### src/rtl/i2c_slave_serial_if.sv
// ----------------------------------------------------------------------------
// i2c_slave_serial_if
// Bit/byte-level I2C slave front end feeding a register file. SCL/SDA are
// synchronised and deglitched, START/STOP are detected, the 7-bit device
// address is matched, and bus bytes become register-file accesses. The block
// owns the register pointer, which auto-increments on every data byte.
//
// Ports:
//   clk          system clock (>= 16x SCL)
//   rst          synchronous, active-high reset
//   scl_in       raw SCL from pad
//   sda_in       raw SDA from pad
//   sda_oe       1 = pull SDA low, 0 = release (open drain)
//   regAddr      register pointer to register file
//   dataToReg    write data to register file
//   writeEn      one-clk write strobe
//   dataFromReg  read data, valid one clk after regAddr changes
//   busy         high from address-match ACK until STOP/START/NACK
// ----------------------------------------------------------------------------
module i2c_slave_serial_if #(
    parameter logic [6:0] DEV_ADDR = 7'h3C,
    parameter int         DEB_LEN  = 4
) (
    input  logic       clk,
    input  logic       rst,
    input  logic       scl_in,
    input  logic       sda_in,
    output logic       sda_oe,
    output logic [7:0] regAddr,
    output logic [7:0] dataToReg,
    output logic       writeEn,
    input  logic [7:0] dataFromReg,
    output logic       busy
);

    localparam int CW = $clog2(DEB_LEN) + 1;

    typedef enum logic [3:0] {
        IDLE, DEVADDR, ACK_DEV, REGADDR, ACK_REG,
        WRDATA, ACK_WR, RDDATA, RD_MACK, WAIT_STOP
    } state_t;

    // Bit 1 carries SCL, bit 0 carries SDA throughout the input path.
    logic [1:0]         r_sync1, r_sync2, r_filt, r_filt_d;
    logic [1:0][CW-1:0] r_deb_cnt;

    state_t      r_state, w_state_nxt;
    logic [7:0]  r_shift;
    logic [3:0]  r_bit_cnt;
    logic        r_mack_ok;

    logic w_scl_f, w_sda_f, w_scl_rise, w_scl_fall, w_start, w_stop;
    logic w_byte_done, w_addr_match;

    // ------------------------------------------------------------------
    // Input path: 2-flop sync, then a line only changes after DEB_LEN
    // consecutive synchronised samples disagree with its filtered value.
    // ------------------------------------------------------------------
    always_ff @(posedge clk) begin
        if (rst) begin
            r_sync1   <= 2'b11;
            r_sync2   <= 2'b11;
            r_filt    <= 2'b11;
            r_filt_d  <= 2'b11;
            r_deb_cnt <= '0;
        end else begin
            // NOTE: sequential state uses non-blocking assignments so every
            // flop samples the pre-edge value of its neighbours.
            r_sync1  <= {scl_in, sda_in};
            r_sync2  <= r_sync1;
            r_filt_d <= r_filt;
            for (int i = 0; i < 2; i++) begin
                if (r_sync2[i] == r_filt[i]) begin
                    r_deb_cnt[i] <= '0;
                end else if (r_deb_cnt[i] == CW'(DEB_LEN - 1)) begin
                    r_filt[i]    <= r_sync2[i];
                    r_deb_cnt[i] <= '0;
                end else begin
                    r_deb_cnt[i] <= r_deb_cnt[i] + 1'b1;
                end
            end
        end
    end

    assign w_scl_f      = r_filt[1];
    assign w_sda_f      = r_filt[0];
    assign w_scl_rise   = r_filt[1] & ~r_filt_d[1];
    assign w_scl_fall   = ~r_filt[1] & r_filt_d[1];
    // SDA edges only count as START/STOP when SCL was high on both samples.
    assign w_start      = r_filt[1] & r_filt_d[1] & r_filt_d[0] & ~r_filt[0];
    assign w_stop       = r_filt[1] & r_filt_d[1] & ~r_filt_d[0] & r_filt[0];
    assign w_byte_done  = (r_bit_cnt == 4'd8);
    assign w_addr_match = (r_shift[7:1] == DEV_ADDR);

    // ------------------------------------------------------------------
    // FSM: state register
    // ------------------------------------------------------------------
    always_ff @(posedge clk) begin
        if (rst) r_state <= IDLE;
        else     r_state <= w_state_nxt;
    end

    // ------------------------------------------------------------------
    // FSM: next state. START/STOP override every state.
    // ------------------------------------------------------------------
    always_comb begin
        // NOTE: default first so no path through this block infers a latch.
        w_state_nxt = r_state;
        if (w_stop) begin
            w_state_nxt = IDLE;
        end else if (w_start) begin
            w_state_nxt = DEVADDR;
        end else begin
            case (r_state)
                DEVADDR:   if (w_scl_fall && w_byte_done)
                               w_state_nxt = w_addr_match ? ACK_DEV : WAIT_STOP;
                ACK_DEV:   if (w_scl_fall) w_state_nxt = r_shift[0] ? RDDATA : REGADDR;
                REGADDR:   if (w_scl_fall && w_byte_done) w_state_nxt = ACK_REG;
                ACK_REG:   if (w_scl_fall) w_state_nxt = WRDATA;
                WRDATA:    if (w_scl_fall && w_byte_done) w_state_nxt = ACK_WR;
                ACK_WR:    if (w_scl_fall) w_state_nxt = WRDATA;
                RDDATA:    if (w_scl_fall && w_byte_done) w_state_nxt = RD_MACK;
                RD_MACK: begin
                    if (w_scl_rise && w_sda_f)        w_state_nxt = WAIT_STOP;
                    else if (w_scl_fall && r_mack_ok) w_state_nxt = RDDATA;
                end
                default: ;
            endcase
        end
    end

    // ------------------------------------------------------------------
    // FSM: combinational outputs
    // ------------------------------------------------------------------
    always_comb begin
        busy = 1'b0;
        case (r_state)
            ACK_DEV, REGADDR, ACK_REG, WRDATA, ACK_WR, RDDATA, RD_MACK: busy = 1'b1;
            default: ;
        endcase
    end

    // ------------------------------------------------------------------
    // Datapath: shift register, bit counter, pointer, SDA drive.
    // Bits are sampled on filtered SCL rise; SDA only changes on its fall.
    // ------------------------------------------------------------------
    always_ff @(posedge clk) begin
        if (rst) begin
            r_shift   <= '0;
            r_bit_cnt <= '0;
            r_mack_ok <= 1'b0;
            sda_oe    <= 1'b0;
            regAddr   <= '0;
            dataToReg <= '0;
            writeEn   <= 1'b0;
        end else begin
            writeEn <= 1'b0;
            // Post-increment lands the clk after the strobe so the register
            // file sees the address the byte was meant for.
            if (writeEn) regAddr <= regAddr + 8'd1;

            if (w_stop || w_start) begin
                // Any partial byte is dropped; the pointer survives Sr.
                sda_oe    <= 1'b0;
                r_bit_cnt <= '0;
                r_mack_ok <= 1'b0;
            end else begin
                case (r_state)
                    DEVADDR, REGADDR, WRDATA: begin
                        if (w_scl_rise) begin
                            r_shift   <= {r_shift[6:0], w_sda_f};
                            r_bit_cnt <= r_bit_cnt + 4'd1;
                        end else if (w_scl_fall && w_byte_done) begin
                            r_bit_cnt <= '0;
                            sda_oe    <= 1'b1;
                            if (r_state == DEVADDR) sda_oe <= w_addr_match;
                            if (r_state == REGADDR) regAddr <= r_shift;
                            if (r_state == WRDATA) begin
                                writeEn   <= 1'b1;
                                dataToReg <= r_shift;
                            end
                        end
                    end
                    ACK_DEV: begin
                        if (w_scl_fall) begin
                            r_bit_cnt <= '0;
                            if (r_shift[0]) begin
                                r_shift <= dataFromReg;
                                sda_oe  <= ~dataFromReg[7];
                            end else begin
                                sda_oe <= 1'b0;
                            end
                        end
                    end
                    ACK_REG, ACK_WR: begin
                        if (w_scl_fall) begin
                            sda_oe    <= 1'b0;
                            r_bit_cnt <= '0;
                        end
                    end
                    RDDATA: begin
                        if (w_scl_rise) begin
                            r_bit_cnt <= r_bit_cnt + 4'd1;
                        end else if (w_scl_fall) begin
                            if (w_byte_done) begin
                                sda_oe    <= 1'b0;
                                r_bit_cnt <= '0;
                            end else begin
                                r_shift <= {r_shift[6:0], 1'b0};
                                sda_oe  <= ~r_shift[6];
                            end
                        end
                    end
                    RD_MACK: begin
                        // Pointer advances at the ACK rise; the half SCL period
                        // before the fall covers the register-file read latency.
                        if (w_scl_rise && !w_sda_f) begin
                            r_mack_ok <= 1'b1;
                            regAddr   <= regAddr + 8'd1;
                        end else if (w_scl_fall && r_mack_ok) begin
                            r_mack_ok <= 1'b0;
                            r_shift   <= dataFromReg;
                            sda_oe    <= ~dataFromReg[7];
                        end
                    end
                    default: ;
                endcase
            end
        end
    end

endmodule
### config.mk
export PLATFORM = sky130hd
export DESIGN_NAME = i2c_slave_serial_if
export DESIGN_NICKNAME = d
export VERILOG_FILES = /design/src/rtl/i2c_slave_serial_if.sv
export SDC_FILE = /design/constraint.sdc
export NUM_CORES = 1
export LEC_CHECK = 0
export CAP_MARGIN = 20
export CORE_ASPECT_RATIO = 0.6
export CORE_MARGIN = 8
export CORE_UTILIZATION = 55
export DETAILED_ROUTE_END_ITERATION = 8
export PLACE_DENSITY = 0.78
export SYNTH_ARGS = -nofsm -noshare
export SYNTH_HDL_FRONTEND = slang
export SYNTH_SLANG_ARGS = --single-unit
### constraint.sdc
create_clock -name clk -period 2.5 [get_ports clk]
set_clock_uncertainty 0.05 [all_clocks]
set_input_delay 0.25 -clock clk [delete_from_list [all_inputs] [get_ports clk]]
set_output_delay 0.25 -clock clk [all_outputs]
set_load 0.1 [all_outputs]
## Word-level counts from Yosys, hierarchy flattened

Cells that the tools add are included.

- Flip-flop bits (word level): 49
- Bits in latches: 0
- Memory bits (writable): 0
- ROM bits: 0
- Input port bits: 12
- Output and inout port bits: 19
- Logic and storage cells: 164
- Memories kept: 0

- $add $sub $neg: 4
- Multipliers: 0
- Divide/modulo/power cells: 0
- $lt $le $gt $ge: 0
- Equality and inequality tests: 41
- Shifts and indexed selects: 0
- Multiplexer cells: 51
- Bitwise operators: 19
- Reduce and logical (&&, ||, !) cells: 32

Operators with widths:

| kind | count |
|---|---|
| 2-to-1 mux 8 bit | 14 |
| 2-to-1 mux 4 bit | 15 |
| one-hot mux 8 bit (4 select lines) | 1 |
| inequality test 2 bit, second input constant | 14 |
| one-hot mux 4 bit (7 select lines) | 1 |
| inequality test 3 bit, second input constant | 9 |
| AND reduction 9 bit | 2 |
| == test 4 x 3 -> 1 bit, second input constant | 4 |
| 2-to-1 mux 1 bit | 16 |
| one-hot mux 8 bit (2 select lines) | 1 |
| AND reduction 8 bit | 2 |
| OR reduction 3 bit | 5 |
| NOT 1 bit | 12 |
| one-hot mux 4 bit (3 select lines) | 1 |
| AND reduction 10 bit | 1 |
| AND reduction 5 bit | 2 |
| adder 8 x 1 -> 8 bit, second input constant | 1 |
| == test 4 x 2 -> 1 bit, second input constant | 2 |
| == test 4 bit, second input constant | 2 |
| nonzero test 8 bit | 1 |
| AND 1 bit | 7 |
| == test 7 x 6 -> 1 bit, second input constant | 1 |
| nonzero test 7 bit | 1 |
| OR reduction 7 bit | 1 |
| other kinds (20) | 31 |

## Logic depth before layout (Yosys ltp)

- Word-level depth: 7
- Mapped depth: 9
- Mapped depth without buffers: 7

## Least setup slack after synthesis

No wires, ideal clock.

- Path kind: register to register
- From: register regAddr[2]
- To: register regAddr[5]
- Setup time: 132 ps
- Arrival: 1934 ps
- Data required time: 2318 ps
- Slack: 384 ps
- Stages on the path, launching flop included: 7
- Path buffers: 1
- Period minus slack after synthesis: 2116 ps
- Path through: dfxtp_1 clkbuf_1 nand3_1 nor2_1 xor2_1 a22oi_1 o22ai_1

- Longest elaborated chain between the ends: 7
- Elaborated cells on any way between the ends: 8
- Those cells by class: add/sub: 1; mux: 7

RTL lines:

| element | line | source |
|---|---|---|
| from (decl) | 29 | `output logic [7:0] regAddr,` |
| from (signal assigned) | 160 | `if (writeEn) regAddr <= regAddr + 8'd1;` |
| from (signal assigned) | 177 | `if (r_state == REGADDR) regAddr <= r_shift;` |
| from (signal assigned) | 219 | `regAddr <= regAddr + 8'd1;` |
| adder 8 x 1 -> 8 bit (*) | 160, 219 |  |
| 2-to-1 mux 8 bit | 160 |  |
| 2-to-1 mux 8 bit | 177 |  |
| 2-to-1 mux 8 bit | 173 | `end else if (w_scl_fall && w_byte_done) begin` |
| 2-to-1 mux 8 bit | 170 | `if (w_scl_rise) begin` |
| one-hot mux 8 bit (2 select lines) | 168 | `case (r_state)` |
| 2-to-1 mux 8 bit (*) | 162 | `if (w_stop \|\| w_start) begin` |

Every way passes the cells marked *; elsewhere a longest branch is shown, timed or not.
A chain may end at the register's enable or synchronous reset.

## Final worst setup path

- From: register r_state[3]
- To: output busy

- Longest elaborated chain between the ends: 3
- Elaborated cells on any way between the ends: 9
- Those cells by class: eq/ne: 7; mux: 1; reduce/logical: 1

RTL lines:

| element | line | source |
|---|---|---|
| from (decl) | 47 | `state_t r_state, w_state_nxt;` |
| from (signal assigned) | 100 | `else r_state <= w_state_nxt;` |
| == test 4 x 2 -> 1 bit, or another cell as far along | 137 | `case (r_state)` |
| OR reduction 7 bit (*) | 137 |  |
| 2-to-1 mux 1 bit (*) | 137 |  |
| to (decl) | 33 | `output logic busy` |

Marks and branches as above.

==> out/metrics.cfg <==
[routing]
drc = 0
routed-via-count = 2638
drtIter0Drc = 378
first_pass_iters = 5
drt-total-wl_mm = 7.264
routedWlPerCell_microns = 16.93
viasPerCell = 6.149
drtAntennaViolNets = 0

[layout]
drive_gt1_share_pct = 15.43
register_area_sq_um = 980.9
multi_input_area_sq_um = 1647
syn_to_final_growth_pct = 15.02
fin_cells = 429
antennaDiodeCount = 0
final_cell_mix = dfxtp_1, nor2_1, buf_4
final_common_cell = dfxtp_1
layout.nets = 384
nFillCells = 436

[timing]
final.setup.tns_ns = 0
finalSetupViolations = 0
slew_viol_final = 0
period_needed_ns = 2.353
max_slew_margin_pct = 53.63
report.final.hold_viol_count = 0
fin_crit_sh_pct = 94.14
worst_pin_slew_ns = 0.6946
grt_setup_unrepaired = false
worst_hold_slack_ns = 0.3648
fmaxAchievable_mhz = 424.9

[place]
hpwl_mm = 5.264
dp.cells = 421
globalplace.congestion = 0.9177
port_buffers = 30

[setup_path]
critPathTopFamily = buffers and inverters
cpMaxStageDelayCell = or4b_4
critPathCaptureType = output pin
crit_chain = buf_4 > buf_4 > or4b_4 > o21a_1 > inv_1 > buf_12
cp_num_cells = 6
critPathBufInv = 4
worstRegToRegCells = 5
cp-start-kind = flip-flop
criticalPathCategory = reg2out
slowest_delay_ns = 0.49
path_common_cell = buf_4
critPathRequiredTime_ns = 2.20
worstPathMaxFanout = 9
arrival_ns = 2.05

[grt]
grt_pass1_wl_mm = 12.02
antenna_found_initial = 0
grtUsageMet1_pct = 28.59
grtUsageTotal_pct = 19.25
overflow = 0
first_global_vias = 2420
grt_util_met2_pct = 24.60
busiest_layer = met1
grt_max_degree = 27
use_met3_pct = 6.356

[floorplanning]
die_area_sq_um = 7775
num_io_pins = 31
fp.dieH_microns = 71.58
initial_utilization_pct = 56.58
core_area_sq_um = 5005
dieWidth_microns = 108.6
rows = 20

[hold_path]
hold_path_depth = 1
holdCritPathClass = reg2reg

[outcome]
status = completed

[power]
p_per_area_nw_per_um2 = 439.2
leakage_nw = 1.179
ir_drop_uv = 244.7

[logic_synthesis]
synth-edff-count = 0
synth_cells = 337
ys_ff_latch = 49
yosysUniqueCellTypes = 58
ys_seq_area_share_pct = 34.64
syn_nets = 359
ys.flop_type = dfxtp_1
synth_area_per_cell_sq_um = 8.402
netlist_area_sq_um = 2831
yosys_warnings = 0
async_flop_share_pct = 0

[clocking]
clk_latency_ns = 0.31
cts_root_buf = clkbuf_8
clkTransAtPathRegs_ns = 0.09
cts_buffer_depth = 2
post_cts_buffers = 0
clock_sinks = 49
cts_tree = done
ctsHtreeMaxLevel = 2
cts_buffers = 5

[flow_run]
cap_violations = 0

==> synthesized netlist by cell type, drive strengths merged, types with 3 or more instances <==
cell	instances	area share [%]
nand4	4	0.88
nor2b	5	1.1
ha	10	4.4
a21oi	22	3.9
o211ai	12	3.2
a311oi	9	3.0
mux2i	11	3.9
a22oi	7	1.9
dfxtp	49	35
xor2	7	2.2
xnor2	10	3.1
o21a	3	0.80
buf	11	3.3
o21ai	22	4.0
or2	8	1.8
clkbuf	13	1.9
nand2b	3	0.66
a31oi	5	1.1
nand3	11	1.9
o22ai	8	1.8
nor2	32	4.2
inv	19	2.5
nand2	16	2.1
or3	4	0.88
nor3	3	0.53
==> worst paths after layout <==
kind                            startpoint         end  slack [ns]
worst min register to register  r_sync1[0]  r_sync2[0]        0.36
worst min-delay path            r_sync1[0]  r_sync2[0]        0.36
worst max-delay path            r_state[3]        busy        0.15
worst max register to register  r_state[1]  r_shift[2]        0.19
==> metal layers <==
| metal | share of wire [%] | up-vias |
|---|---|---|
| met3 | 11 | 12 |
| met1 | 48 | 1210 |
| met4 | 1.2 | 0 |
| met5 | 0 | - |
| li1 | - | 1267 |
| met2 | 39 | 149 |
==> sequential cells by signal, indices dropped and copies added (netlist names) <==
signal,flops
writeEn,1
r_bit_cnt,4
r_shift,8
r_filt,2
r_sync2,2
dataToReg,8
r_state,4
r_sync1,2
r_deb_cnt,6
r_filt_d,2
regAddr,8
r_mack_ok,1
sda_oe,1
==> power breakdown <==
| part | internal, mW | total [mW] | switching (mW) |
|---|---|---|---|
| Sequential | 0.784 | 0.785 | 0.00162 |
| Combinational | 0.0247 | 0.0488 | 0.0241 |
| Clock | 0.325 | 0.596 | 0.271 |
==> layout make-up <==
class / instances / share of cell area, %
clock inverters: 2 / 1.153
well taps: 66 / 2.536
clock buffers: 6 / 2.536
multi-input cells: 245 / 50.56
repair buffers: 42 / 10.91
flip-flops and latches: 49 / 30.12
inverters: 19 / 2.190
==> through the flow <==
stage               total power, mW  utilization, %  cell area, sq um  setup WS [ns]
detailed placement           0.8524           62.55              3131         0.2938
global placement             0.8517           62.55              3131         0.3686
CTS                           1.439           64.95              3251         0.1571
floorplan                    0.8242               -              2831         0.3839
finish                        1.430           65.08              3257         0.1465
global route                  1.479           65.08              3257        0.01925
==> repair_timing <==
action,CTS,global route
gates resized for setup,0,1
hold buffers,0,0
setup endpoints to repair,0,5
==> worst reg2reg max path: cells and delay by family, from the launching register on <==
kind,cells,cell delay (ns)
flip-flops,1,0.54
AO/OA/AOI/OAI,3,0.69
AND/OR/NAND/NOR,2,0.92
==> logic make-up after synthesis <==
family	Yosys count	share of synthesized area, %
AOI/OAI and AO/OA	101	23.60
xor gates and xnor gates	17	5.258
adders and majority gates	11	4.772
buffers and inverters	43	7.644
DFF	49	34.64
muxes	11	3.889
and+or+nand+nor	105	20.19
No activity file was read; power rests on OpenSTA's default activity.
